File: src/rtl/proc_trace_buffer.sv
// rtl/proc_trace_buffer.sv - circular commit-trace capture buffer with cycle stamps and FWFT dequeue
// Config macro: PROC_TRACE_BUF_STOP_ON_FULL_EN (defined = drop new records when full, undefined = overwrite oldest)
module proc_trace_buffer #(
  parameter int DEPTH = 16,
  parameter int CW    = 16
) (
  input  logic                     clk,
  input  logic                     rst_n,
  input  logic                     trace_val,
  input  logic [31:0]              trace_addr,
  input  logic [31:0]              trace_data,
  input  logic                     clear,
  output logic                     deq_val,
  input  logic                     deq_rdy,
  output logic [31:0]              deq_addr,
  output logic [31:0]              deq_data,
  output logic [CW-1:0]            deq_cycle,
  output logic [$clog2(DEPTH):0]   count,
  output logic                     full,
  output logic                     empty,
  output logic                     overflow
);

  localparam int AW = $clog2(DEPTH);
  localparam logic [AW:0] L_FULL = (AW+1)'(DEPTH);

  // Record storage; contents are meaningless until written, so it is not reset
  logic [31:0]   r_mem_addr  [DEPTH];
  logic [31:0]   r_mem_data  [DEPTH];
  logic [CW-1:0] r_mem_cycle [DEPTH];

  logic [AW-1:0] r_wp;
  logic [AW-1:0] r_rp;
  logic [AW:0]   r_count;
  logic          r_overflow;
  logic [CW-1:0] r_cyc;

  logic w_full;
  logic w_empty;
  logic w_pop;
  logic w_lost;
  logic w_push;
  logic w_rp_adv;
  logic w_inc;
  logic w_dec;

  assign w_full  = (r_count == L_FULL);
  assign w_empty = (r_count == '0);

  // A pop can only happen when a record is actually presented
  assign w_pop  = !w_empty && deq_rdy;

  // A record arriving at a full buffer with nothing leaving costs us history
  assign w_lost = trace_val && w_full && !w_pop;

`ifdef PROC_TRACE_BUF_STOP_ON_FULL_EN
  // Stop mode: the incoming record is discarded, the stored history is kept
  assign w_push   = trace_val && !w_lost;
  assign w_rp_adv = w_pop;
`else
  // Wrap mode: the incoming record replaces the oldest, which is dropped by advancing rp
  assign w_push   = trace_val;
  assign w_rp_adv = w_pop || w_lost;
`endif

  // Occupancy only moves on an unmatched push or pop; an overwrite keeps it at DEPTH
  assign w_inc = w_push && !w_pop && !w_lost;
  assign w_dec = w_pop && !w_push;

  // Free-running cycle stamp, deliberately untouched by clear
  always_ff @(posedge clk or negedge rst_n) begin
    if (!rst_n) begin
      r_cyc <= '0;
    end else begin
      r_cyc <= r_cyc + CW'(1);
    end
  end

  // Pointer, occupancy and sticky overflow bookkeeping; clear wins over push/pop
  always_ff @(posedge clk or negedge rst_n) begin
    if (!rst_n) begin
      r_wp       <= '0;
      r_rp       <= '0;
      r_count    <= '0;
      r_overflow <= 1'b0;
    end else if (clear) begin
      r_wp       <= '0;
      r_rp       <= '0;
      r_count    <= '0;
      r_overflow <= 1'b0;
    end else begin
      if (w_push) begin
        r_wp <= r_wp + AW'(1);
      end
      if (w_rp_adv) begin
        r_rp <= r_rp + AW'(1);
      end
      if (w_inc) begin
        r_count <= r_count + (AW+1)'(1);
      end else if (w_dec) begin
        r_count <= r_count - (AW+1)'(1);
      end
      if (w_lost) begin
        r_overflow <= 1'b1;
      end
    end
  end

  // Record write at wp; a record presented alongside clear is dropped
  always_ff @(posedge clk) begin
    if (w_push && !clear) begin
      r_mem_addr[r_wp]  <= trace_addr;
      r_mem_data[r_wp]  <= trace_data;
      r_mem_cycle[r_wp] <= r_cyc;
    end
  end

  // First-word-fall-through view of the oldest record, zeroed while empty
  always_comb begin
    deq_val   = !w_empty;
    deq_addr  = '0;
    deq_data  = '0;
    deq_cycle = '0;
    if (!w_empty) begin
      deq_addr  = r_mem_addr[r_rp];
      deq_data  = r_mem_data[r_rp];
      deq_cycle = r_mem_cycle[r_rp];
    end
  end

  assign count    = r_count;
  assign full     = w_full;
  assign empty    = w_empty;
  assign overflow = r_overflow;

endmodule

File: config.mk
export PLATFORM = sky130hd
export DESIGN_NAME = proc_trace_buffer
export DESIGN_NICKNAME = d
export VERILOG_FILES = /design/src/rtl/proc_trace_buffer.sv
export SDC_FILE = /design/constraint.sdc
export NUM_CORES = 1
export LEC_CHECK = 0
export CORE_MARGIN = 2
export CORE_UTILIZATION = 60
export CTS_CLUSTER_SIZE = 16
export DETAILED_ROUTE_END_ITERATION = 8
export PLACE_DENSITY_LB_ADDON = 0.1
export SKIP_CTS_REPAIR_TIMING = 1
export SYNTH_ARGS = -nofsm -noshare
export SYNTH_HDL_FRONTEND = slang
export SYNTH_SLANG_ARGS = --single-unit
File: constraint.sdc
create_clock -name clk -period 5.3 [get_ports clk]
set_input_delay 0.795 -clock clk [delete_from_list [all_inputs] [get_ports clk]]
set_output_delay 0.795 -clock clk [all_outputs]
set_load 0.1 [all_outputs]
==> results of run 1 <==
power by group:
part	internal, mW	switching [mW]	leakage, nW
Clock	5.28	3.73	2.04
Sequential	11.4	0.143	11.9
Combinational	2.35	5.10	3.55
logic make-up after synthesis:
kind of cell | count (synthesis) | share of synthesized area (%)
flops | 1310 | 78.3
buf+inv | 118 | 1.26
fa+ha+maj | 11 | 0.290
compound gates | 105 | 1.32
simple gates | 72 | 0.855
xor+xnor | 19 | 0.332
mux | 484 | 17.7
registers in the layout (all words and copies together), names as in the netlist:
name and cells:
count 5, overflow 1, r_mem_data 512, r_mem_cycle 256, r_cyc 16, r_wp 4
r_mem_addr 512, r_rp 4
routing by layer:
metal	vias to the layer above	wire, um
li1	9572	-
met1	12410	45300
met2	843	52800
met3	131	6510
met4	0	1500
met5	-	0
cell usage after synthesis, drive strengths merged, types with 4 or more instances:
master / count / area share, %
a21oi: 10 / 0.11
and2: 18 / 0.23
and3: 4 / 0.050
buf: 85 / 1.0
clkbuf: 26 / 0.19
dfrtp: 30 / 1.5
edfxtp: 1280 / 77
ha: 10 / 0.25
inv: 7 / 0.052
mux2i: 161 / 3.2
mux4: 320 / 14
nand2: 11 / 0.087
nand3: 8 / 0.080
nor2: 11 / 0.082
o22ai: 80 / 1.0
xnor2: 14 / 0.24
xor2: 5 / 0.087
worst min path at each step:
stage,end,start,slack (ns),cells after the start
after global placement,overflow$_DFFE_PN0P_,overflow$_DFFE_PN0P_,0.49,2
after CTS,r_cyc[5]$_DFF_PN0_,rst_n,0.15,1
after global routing,r_cyc[11]$_DFF_PN0_,rst_n,0.19,1
final,r_cyc[11]$_DFF_PN0_,rst_n,0.17,1
after detailed placement,overflow$_DFFE_PN0P_,overflow$_DFFE_PN0P_,0.50,2
after floorplan,count[0]$_DFFE_PN0P_,rst_n,0.50,0
layout make-up:
type | count | area [um2] | area share, %
Tap cell | 1070 | 1340 | 2.34
Multi-Input combinational cell | 691 | 10300 | 18.0
Clock inverter | 56 | 541 | 0.944
Sequential cell | 1310 | 39200 | 68.4
Timing Repair Buffer | 226 | 2190 | 3.83
Inverter | 7 | 26.3 | 0.0459
Clock buffer | 175 | 3680 | 6.42
==> results.md, run 1 <==
* Hold Slack at 0.165 ns
* Syn. warnings at 0
* Clk_skew at 0.0290 ns
* Seq/Total Area, Yosys at 78.3%
* Setup CP Type: reg2out
* Placed insts at 3,304
* Rows at 105
* Synth cell types at 48
* CTS buffer count at 134
* Max-Cap Viols at 0
* Met3 Usage GRT at 3.96%
* Least-Margin Pin Slew at 1.10 ns
* Vias in the first global route at 23,664
* Leak at 17.5 nW
* CP Launch Point: count[1]$_DFFE_PN0P_
* Die width at 293 um
* Worst R2R End: count[4]$_DFFE_PN0P_
* Largest net degree at the start of global routing at 118
* Initial Util at 60.8%
* Setup-failing EPs final at 0
* CTS sink cnt at 1,310
* Final min period at 5.02 ns
* Fill count at 4,937
* Cell family with most CP delay: simple AND/OR/NAND/NOR gates
* Synth Instances at 2,119
* Die Height at 293 um
* Sum of buffers and inverters on the critical path at 2
* F_max at 199 MHz
* Synth Cell Area at 50,100 um2
* Critical Path Stages at 6
* Initial antenna violation count at 1
* Most frequent cells in the layout: 1,280 x edfxtp_1, 320 x mux4_2, 161 x mux2i_1, 141 x clkbuf_16, 105 x buf_4
* Max incr delay on CP at 0.99 ns
* Fin. max-slew vios at 0
* Final setup margin at 0.280 ns
* Vias/cell at 6.49
* Data arrival time of the critical path at 4.22 ns
* Post-synth EDFFs at 1,280
* Worst slew margin at 26.4%
* Die ar. at 85,800 um2
* Fin crit share at 94.7%
* Share of cells above drive strength 1 at 26.6%
* Area growth from synthesis to layout at 14.4%
* H-tree Lvls at 4
* Design Power at 28.0 mW
* Most common cell after layout, fill and taps aside: edfxtp_1
* Routed wire length at 106,000 um
* Min-Delay Path Class: in2async
* Pre-Repair DR Iteration Count at 7
* CTS tree: done
* Syn Nets at 2,199
* First-pass GRT wire length at 156,000 um
* CP max FO at 18
* R2r setup slk at 2.18 ns
* Grt met1 use at 38.0%
* Slowest cell on crit path: clkdlybuf4s50_1
* Status: finished clean
* CP startpoint kind: register
* Gpl congestion at 0.738
* Final core utilization at 69.5%
* RR Startpoint: count[1]$_DFFE_PN0P_
* Worst Setup Slack post-DPL at 1.04 ns
* Peak VDD IR at 0.000486 V
* Largest buffer count on any clock path at 3
* Root buf cell: clkbuf_16
* Worst path cell trace: nor4_4 > nand2b_1 > nand2b_2 > buf_4 > o22ai_1 > clkdlybuf4s50_1
* RSZ-0062 raised after global routing: no
* FF+latch count, synth at 1,310
* Power Density at 489 nW/um2
* Critical path capture point type: primary output
* Routed WL per cell at 30.0 um
* DRC violations left at 0
* Ant. Diodes at 0
* CP required at 4.51 ns
* Post-route setup TNS at 0 ns
* Hpwl dp at 56,300 um
* Port buffer count at 157
* Worst setup endpoint: deq_data[28]
* Placed Area at 53,100 um2
* Final Hold Violating Endpoints at 0
* Clock-pin slew on the worst setup and hold paths at 0.06 ns
* Area of the core at 82,400 um2
* Net count, final at 2,450
* Total grt overflow at 0
* Initial DRC count at 2,387
* GRT Total Usage at 25.3%
* Via count at 22,956
* Post-synth ARST share at 2.29%
* Final instance area at 57,300 um2
* Main synth FF type: edfxtp_1
* Non-filler cells, final at 3,535
* GR Layer Usage met2 at 40.3%
* I/O pin cnt at 158
* Gr busiest metal: met2
* ANT nets after route at 0
* Avg Synthesized Cell Area at 23.6 um2
* Worst skew pair latency at 0.72 ns
* Depth of the worst register-to-register path at 9
No activity file was read; power rests on OpenSTA's default activity.
==> run 2, diff against run 1 <==
--- a/config.mk
+++ b/config.mk
@@ -6,7 +6,7 @@
 export NUM_CORES = 1
 export LEC_CHECK = 0
 export CORE_MARGIN = 2
-export CORE_UTILIZATION = 60
+export CORE_UTILIZATION = 55
 export CTS_CLUSTER_SIZE = 16
 export DETAILED_ROUTE_END_ITERATION = 8
 export PLACE_DENSITY_LB_ADDON = 0.1
==> constraint.sdc (replaced) <==
create_clock -name clk -period 4.2 [get_ports clk]
set_input_delay 0.63 -clock clk [delete_from_list [all_inputs] [get_ports clk]]
set_output_delay 0.63 -clock clk [all_outputs]
set_load 0.1 [all_outputs]
==> run 2 against run 1 <==
Compared with the run above:
- worst setup slack worse by 0.072 ns
- global-route usage down 1.5 points
- power up 31%
- non-clock buffer count increased by 15
- combinational power is 44% higher
- via count grew 0.19%
- sequential cell count unchanged
- critical endpoint is now deq_cycle[8]
==> results.md, run 2 (synthesis gave the netlist of run 1 again) <==
* Worst Setup Slack post-DPL at 0.619 ns (-0.417 ns)
* RSZ-0062 raised after global routing: no
* Routed wire length at 109,000 um (+3.1%)
* Worst skew pair latency at 0.71 ns (about the same)
* Initial antenna violation count at 4 (+3)
* Vias/cell at 6.28 (-3.3%)
* Depth of the worst register-to-register path at 9 (unchanged)
* Regs by FF count: r_mem_addr: 512 flops, r_mem_data: 512 flops, r_mem_cycle: 256 flops
* Die Height at 306 um (+4.4%)
* Clock-pin slew on the worst setup and hold paths at 0.06 ns (about the same)
* Total grt overflow at 0 (unchanged)
* Root buf cell: clkbuf_16
* Final min period at 3.99 ns
* Final instance area at 58,600 um2 (+2.3%)
* Power Density at 626 nW/um2 (+28%)
* Final core utilization at 65.0% (-4.5 points)
* Final setup margin at 0.208 ns (-0.0725 ns)
* Largest buffer count on any clock path at 3 (unchanged)
* Setup-failing EPs final at 0 (unchanged)
* Max incr delay on CP at 0.51 ns (-0.48 ns)
* H-tree Lvls at 4 (unchanged)
* GRT Total Usage at 23.8% (-1.5 points)
* Share of cells above drive strength 1 at 28.5% (+1.9 points)
* Initial Util at 55.5% (-5.2 points)
* Peak VDD IR at 0.000754 V (+55%)
* F_max at 250 MHz
* Status: finished clean
* Worst slew margin at 31.9% (+5.5 points)
* DRC violations left at 0 (unchanged)
* Design Power at 36.7 mW (+31%)
* Most Frequent Cell on Critical Path: nand2b_2
* Largest net degree at the start of global routing at 81 (-31%)
* I/O pin cnt at 158 (unchanged)
* Area of the core at 90,100 um2 (+9.4%)
* Fin crit share at 95.1%
* CTS tree: done
* Most frequent cells in the layout: 1,280 x edfxtp_1, 320 x mux4_2, 161 x mux2i_1, 136 x clkbuf_16, 112 x buf_12
* CP startpoint kind: register
* CTS sink cnt at 1,310 (unchanged)
* Rows at 110 (+4.8%)
* Area growth from synthesis to layout at 17.1%
* Worst R2R End: count[4]$_DFFE_PN0P_
* Placed insts at 3,425 (+3.7%)
* Die ar. at 93,500 um2 (+9.0%)
* Non-filler cells, final at 3,664 (+3.6%)
* Least-Margin Pin Slew at 1.02 ns (-0.0857 ns)
* CP required at 3.57 ns (-0.94 ns)
* Worst path cell trace: nor4_4 > nand2b_2 > nand2b_2 > buf_4 > o22ai_1 > buf_12
* Vias in the first global route at 24,131 (+2.0%)
* Slowest cell on crit path: nor4_4
* Placed Area at 54,400 um2 (+2.5%)
* Leak at 18.0 nW (+2.9%)
* Data arrival time of the critical path at 3.36 ns (-0.86 ns)
* Max-Cap Viols at 0 (unchanged)
* Fill count at 5,805 (+18%)
* Via count at 22,999 (+0.19%)
* Initial DRC count at 2,250 (-5.7%)
* R2r setup slk at 1.00 ns (-1.18 ns)
* Routed WL per cell at 29.9 um (-0.52%)
* ANT nets after route at 0 (unchanged)
* Min-Delay Path Class: in2async
* Gpl congestion at 0.726 (-1.5%)
* Fin. max-slew vios at 0 (unchanged)
* Pre-Repair DR Iteration Count at 5 (-2)
* Die width at 306 um (+4.4%)
* CP max FO at 27 (+9)
* Final Hold Violating Endpoints at 0 (unchanged)
* Hold Slack at 0.00932 ns (-0.156 ns)
* Critical path capture point type: primary output
* Port buffer count at 157 (unchanged)
* CTS buffer count at 132 (-1.5%)
* Clk_skew at 0.0158 ns (-0.0131 ns)
* First-pass GRT wire length at 161,000 um (+3.3%)
* Net count, final at 2,463 (+0.53%)
* Setup CP Type: reg2out
* Hpwl dp at 57,500 um (+2.1%)
* Post-route setup TNS at 0 ns (unchanged)
* RR Startpoint: count[1]$_DFFE_PN0P_
* Most common cell after layout, fill and taps aside: edfxtp_1
-- run 2: cell count changes in the layout (fill, tap and decap cells not counted), sizes merged --
cell	delta
buf	+40
clkdlybuf4s50	-25
clkinv	+24
clkbuf	-19
bufinv	+2
clkinvlp	-2
diode	+2
inv	+1
-- run 2: final cells by class --
cell class                 count  area, um2  area share (%)
sequential                  1310      39200            66.9
multi-input combinational    691      10300            17.6
clock buffer                 156       3490            5.95
timing repair buffer         241       3400            5.81
tap                         1176       1470            2.51
clock inverter                81        702            1.20
inverter                       7       26.3          0.0448
antenna                        2       5.00         0.00854
-- run 2: layer usage --
layer,GRT usage [%],wire [um],vias up
met4,5.66,1840,6
met2,38.0,54100,814
met3,4.14,7090,151
met1,35.1,46300,12419
met5,0,44,-
li1,-,-,9609
-- run 2: power breakdown --
part           switching [mW]  internal (mW)  total [mW]
Clock                    4.76           6.56        11.3
Sequential              0.183           14.4        14.6
Combinational            6.73           4.00        10.7
Total                    11.7           25.0        36.7
-- run 2: worst max-delay path by stage --
stage                         startpoint  slack (ns)      endpoint  depth (start not counted)
floorplan           count[0]$_DFFE_PN0P_        0.03  deq_data[10]                          7
global placement    count[1]$_DFFE_PN0P_        0.68   deq_addr[9]                          6
detailed placement  count[1]$_DFFE_PN0P_        0.62   deq_addr[9]                          6
finish              count[1]$_DFFE_PN0P_        0.21  deq_cycle[8]                          6
global route        count[1]$_DFFE_PN0P_        0.03  deq_cycle[8]                          6
CTS                 count[1]$_DFFE_PN0P_       -0.17   deq_addr[9]                          6
-- run 2: critical path: cells and delay by family (launching register included) --
kind	cells	cell delay, ns
simple gates	3	1.02
buf+inv	2	0.76
flops	1	0.49
compound gates	1	0.35
